### src/rtl/alu_arb.sv
// Two-requester round-robin front end for a shared ALU: latches the winner's
// operands, strobes the ALU, waits out its latency and returns the result.
module alu_arb #(
  parameter int MUL_LAT = 3
) (
  input  logic        CLK,
  input  logic        RST,
  input  logic        req0,
  input  logic        req1,
  input  logic [15:0] ir0,
  input  logic [15:0] ir1,
  input  logic [15:0] a0,
  input  logic [15:0] a1,
  input  logic [15:0] b0,
  input  logic [15:0] b1,
  input  logic [15:0] pc0,
  input  logic [15:0] pc1,
  output logic        gnt0,
  output logic        gnt1,
  output logic        done0,
  output logic        done1,
  output logic [15:0] res,
  output logic        busy,
  output logic        alu_load,
  output logic [15:0] alu_ir,
  output logic [15:0] alu_sr1,
  output logic [15:0] alu_sr2,
  output logic [15:0] alu_pc,
  input  logic [15:0] alu_q
);

  typedef enum logic [1:0] {IDLE, ISSUE, WAIT} state_t;

  localparam logic [3:0] MUL_CNT = 4'(MUL_LAT - 1);

  state_t     state;
  logic [3:0] cnt;
  logic       owner;
  logic       last;
  logic       pick;
  logic       is_mul;

  // On a tie the requester that was not served last wins.
  always_comb begin
    pick   = req1 & (~req0 | ~last);
    is_mul = (alu_ir[15:14] == 2'b00) && (alu_ir[4:0] == 5'b00011);
  end

  // NOTE: sequential state uses non-blocking assignments so every register
  // samples pre-edge values; the one-cycle strobes default low each edge.
  always_ff @(posedge CLK or posedge RST) begin
    if (RST) begin
      state    <= IDLE;
      cnt      <= '0;
      owner    <= 1'b0;
      last     <= 1'b1;
      res      <= '0;
      busy     <= 1'b0;
      gnt0     <= 1'b0;
      gnt1     <= 1'b0;
      done0    <= 1'b0;
      done1    <= 1'b0;
      alu_load <= 1'b0;
      alu_ir   <= '0;
      alu_sr1  <= '0;
      alu_sr2  <= '0;
      alu_pc   <= '0;
    end else begin
      gnt0     <= 1'b0;
      gnt1     <= 1'b0;
      done0    <= 1'b0;
      done1    <= 1'b0;
      alu_load <= 1'b0;
      case (state)
        IDLE: begin
          if (req0 || req1) begin
            owner    <= pick;
            alu_ir   <= pick ? ir1 : ir0;
            alu_sr1  <= pick ? a1  : a0;
            alu_sr2  <= pick ? b1  : b0;
            alu_pc   <= pick ? pc1 : pc0;
            gnt0     <= ~pick;
            gnt1     <= pick;
            alu_load <= 1'b1;
            busy     <= 1'b1;
            state    <= ISSUE;
          end
        end
        ISSUE: begin
          cnt   <= is_mul ? MUL_CNT : 4'd0;
          state <= WAIT;
        end
        WAIT: begin
          if (cnt != 4'd0) begin
            cnt <= cnt - 4'd1;
          end else begin
            res   <= alu_q;
            done0 <= ~owner;
            done1 <= owner;
            last  <= owner;
            busy  <= 1'b0;
            state <= IDLE;
          end
        end
        default: state <= IDLE;
      endcase
    end
  end

endmodule
### config.mk
export PLATFORM = sky130hd
export DESIGN_NAME = alu_arb
export DESIGN_NICKNAME = d
export VERILOG_FILES = /design/src/rtl/alu_arb.sv
export SDC_FILE = /design/constraint.sdc
export NUM_CORES = 1
export LEC_CHECK = 0
export CAP_MARGIN = 30
export CORE_AREA = 2 2 92 94
export DETAILED_ROUTE_END_ITERATION = 10
export DIE_AREA = 0 0 94 96
export DONT_BUFFER_PORTS = 1
export PLACE_DENSITY = 0.68
export SLEW_MARGIN = 0
export SYNTH_ARGS = -nofsm -noshare
export SYNTH_HDL_FRONTEND = slang
export SYNTH_SLANG_ARGS = --single-unit
### constraint.sdc
create_clock -name CLK -period 8.85 [get_ports CLK]
set_input_delay 1.77 -clock CLK [delete_from_list [all_inputs] [get_ports CLK]]
set_output_delay 1.77 -clock CLK [all_outputs]
set_load 0.02 [all_outputs]
==> flow_metrics.py <==
metrics = {
    "cells_and_area": {
        "n_fill_cell": 691,
        "area_delta_synth_final_pct": 7.540,
        "antenna_cells": 0,
        "fin_nets": 485,
        "drive_above_1_share_pct": 15.93,
    },
    "global_route": {
        "antenna_found_initial": 0,
        "grt_pass1_wl_mm": 14.95,
        "grt_max_degree": 69,
        "overflow": 0,
        "grt_pass1_vias": 2815,
        "grt.total_usage_pct": 21.83,
    },
    "placement": {
        "hpwl_mm": 6.753,
        "gp_congestion": 0.7426,
        "dpl_worst_slack_ps": 5614,
        "portBuffers": 0,
    },
    "critical_path": {
        "reg2reg_from": "cnt[0]",
        "crit_top_cell": "buf_4",
        "cp.required_ps": 9080,
        "critPathArrivalTime_ps": 3100,
        "cpLargestDelayFamily": "buffers and inverters",
        "reg2reg_depth": 5,
        "crit_slowest_cell": "buf_4",
        "r2r_setup_slack_ps": 6580,
        "crit_buf_inv": 2,
        "cp-start-kind": "input port",
        "cp_cell_sequence": "nor2_4, buf_4, nor3b_4, buf_4, a221o_2",
        "worstPathMaxFanout": 65,
        "r2r_end": "res[1]",
        "max_stage_delay_ps": 520,
        "critical_path_class": "in2reg",
        "crit_path_end_kind": "register",
    },
    "power_and_ir_drop": {
        "pwr-share-comb_pct": 28.9,
        "clockPowerShare_pct": 18.0,
        "switching_share_pct": 41.88,
        "power_leakage_nw": 2.003,
        "peakVddDrop_uv": 205.5,
        "switchingPower_mw": 0.8246,
        "p_per_area_nw_per_um2": 432.7,
        "p_seq_share_pct": 53.1,
        "p_int_mw": 1.144,
    },
    "floorplanning": {
        "die_x_um": 94,
        "ioPinCount": 234,
        "die_h_um": 96,
        "dieArea_um2": 9024,
        "rows": 33,
        "core_area_um2": 8051,
        "start_util_pct": 52.56,
    },
    "timing": {
        "hold_viol": 0,
        "skew_ps": 13.33,
        "fin_tns_setup_ps": 0,
        "maxSlewHeadroom_pct": 36.37,
        "finalCriticalPeriod_ps": 2867,
        "tightest_slew_ps": 951.8,
        "finalWorstSetupSlack_ps": 5983,
        "setup_viol": 0,
        "final-max-slew-violation-count": 0,
        "fmax_ghz": 0.3488,
        "finalCritPeriodShare_pct": 32.39,
        "rsz0062_at_grt": "false",
    },
    "synth": {
        "synth_compound_area_share_pct": 23.39,
        "syn_area_um2": 4232,
        "synth_mux_area_share_pct": 12.09,
        "synthXorXnorAreaFrac_pct": 0,
        "synth_fa_ha_area_share_pct": 0.5914,
        "synth_nets": 499,
        "syn-instance-count": 349,
        "ys_seq_area_share_pct": 55.62,
        "synthSimpleGateAreaFrac_pct": 3.400,
        "ys.warnings.count": 0,
        "ys_types": 33,
        "synth_top_family_by_area": "compound AO/OA/AOI/OAI gates",
        "ys_ff_latch": 94,
        "syn_area_per_cell_um2": 12.12,
    },
    "min_path": {
        "holdCritPathClass": "reg2reg",
        "holdCritStartpoint": "owner",
        "min_to": "done0",
        "whs_path_depth": 1,
    },
    "drt": {
        "drt_iter0_markers": 124,
        "ant_nets": 0,
        "wirelength_mm": 9.756,
        "detail_route.wl_per_cell_um": 21.97,
        "drt_first_pass_iters": 4,
        "route.detailed.drc": 0,
        "num_vias": 2792,
        "via_per_inst": 6.288,
    },
    "clock_network": {
        "clk_pin_slew_worst_paths_ps": 80,
        "insertion_delay_ps": 350,
        "cts_setup_buffers": 0,
        "max-clock-path-buffers": 2,
        "hold_buffers": 0,
        "cts.sinks": 94,
        "ctsRootBufferMaster": "clkbuf_8",
        "cts.repair.resized": 0,
        "numCtsBuffers": 9,
        "h-tree-depth": 3,
        "cts_tree": "yes",
    },
    "outcome": {
        "status": "finished clean",
    },
    "flow_run": {
        "maxCapViolCount": 0,
    },
}
[per-stage QoR]
| step | hold slack (ps) | area, um^2 | std cells | utilization, % | power, mW |
|---|---|---|---|---|---|
| floorplan | 421.6 | 4232 | 349 | - | 1.498 |
| detailed placement | 446.8 | 4299 | 429 | 53.40 | 1.634 |
| global placement | 453.1 | 4224 | 426 | 52.46 | 1.582 |
| finish | 456.8 | 4551 | 444 | 56.52 | 1.969 |
| global route | 480.3 | 4551 | 444 | 56.52 | 2.104 |
| CTS | 460.2 | 4551 | 444 | 56.52 | 1.990 |
[logic make-up (layout without fill, tap and decap cells)]
kind of cell | Yosys count | in the layout
buf+inv | 39 | 29
compound gates | 140 | 140
fa+ha+maj | 2 | 2
mux | 49 | 49
simple gates | 25 | 25
flops | 94 | 94
[synth_stat cells (all sizes together)]
| cell | count | area share (%) |
|---|---|---|
| dfrtp | 93 | 55 |
| o21ai | 65 | 7.7 |
| a221o | 32 | 7.8 |
| mux2i | 32 | 7.6 |
| o21a | 32 | 5.7 |
| buf | 17 | 3.0 |
| mux2 | 17 | 4.5 |
| clkbuf | 15 | 1.3 |
| inv | 7 | 0.62 |
| nand2 | 6 | 0.53 |
| nor2 | 6 | 0.53 |
| a32o | 3 | 0.71 |
| nor2b | 3 | 0.44 |
| a21bo | 2 | 0.47 |
| a21o | 2 | 0.35 |
| ha | 2 | 0.59 |
| nor3 | 2 | 0.24 |
| or2 | 2 | 0.35 |
| or3b | 2 | 0.41 |
| a22o | 1 | 0.21 |
| a31oi | 1 | 0.15 |
| dfstp | 1 | 0.62 |
| nand3 | 1 | 0.12 |
| nor3b | 1 | 0.44 |
| nor4 | 1 | 0.15 |
| o22a | 1 | 0.21 |
| o22ai | 1 | 0.15 |
| or4 | 1 | 0.18 |
[sequential cells by signal, summed over array words and instances, names as in the netlist]
signal	count
done0	1
alu_sr1	16
res	16
alu_sr2	16
cnt	4
owner	1
done1	1
alu_load	1
alu_ir	16
last	1
state	2
busy	1
alu_pc	16
gnt0	1
gnt1	1
[cell usage in the layout, fill, tap and decap left out, drive strengths merged]
cell    synthesis  final
a21o            2      2
a31oi           1      1
or2             2      2
mux2i          32     32
dfstp           1      1
a22o            1      1
bufinv          0      4
nor4            1      1
o21a           32     32
clkbuf         15     11
nor3b           1      1
o21ai          65     65
nand2           6      6
nor3            2      2
nor2b           3      3
ha              2      2
mux2           17     17
nor2            6      6
a21bo           2      2
or4             1      1
or3b            2      2
a221o          32     32
buf            17      7
a32o            3      3
o22ai           1      1
dfrtp          93     93
nand3           1      1
o22a            1      1
inv             7      7
[final cells by class]
cell class / instances / area (um^2) / share of cell area [%]
inverter: 7 / 28.78 / 0.6324
timing repair buffer: 7 / 105.1 / 2.310
multi-input combinational: 216 / 1680 / 36.93
tap: 105 / 131.4 / 2.887
clock buffer: 11 / 131.4 / 2.887
clock inverter: 4 / 120.1 / 2.640
sequential: 94 / 2354 / 51.72
[how the worst max path moves through the flow]
stage                     from           to  slack (ps)  cells after the start
final                     req0  alu_sr2[14]        5980                      5
after global routing      req0  alu_sr2[14]        5920                      5
after CTS                 req0  alu_sr2[14]        5990                      5
after detailed placement  req0   alu_sr1[0]        5610                      5
after global placement    req1   alu_sr1[3]        5250                      4
after floorplan            RST    alu_ir[0]        4630                      1
[layer usage]
layer | wire, um | track usage (%)
met5 | 0 | 0
met4 | 205 | 9.783
met1 | 3953 | 27.73
met2 | 4824 | 35.48
met3 | 772 | 5.560
[power by group through the flow]
stage,registers (mW),logic (mW),clock network (mW)
2_1_floorplan,0.988,0.510,0
3_3_place_gp,1.05,0.531,0
3_5_place_dp,1.06,0.579,0
4_1_cts,1.05,0.575,0.364
5_1_grt,1.07,0.645,0.385
6_report,1.05,0.568,0.355
Power figures use the tool's default switching activity.
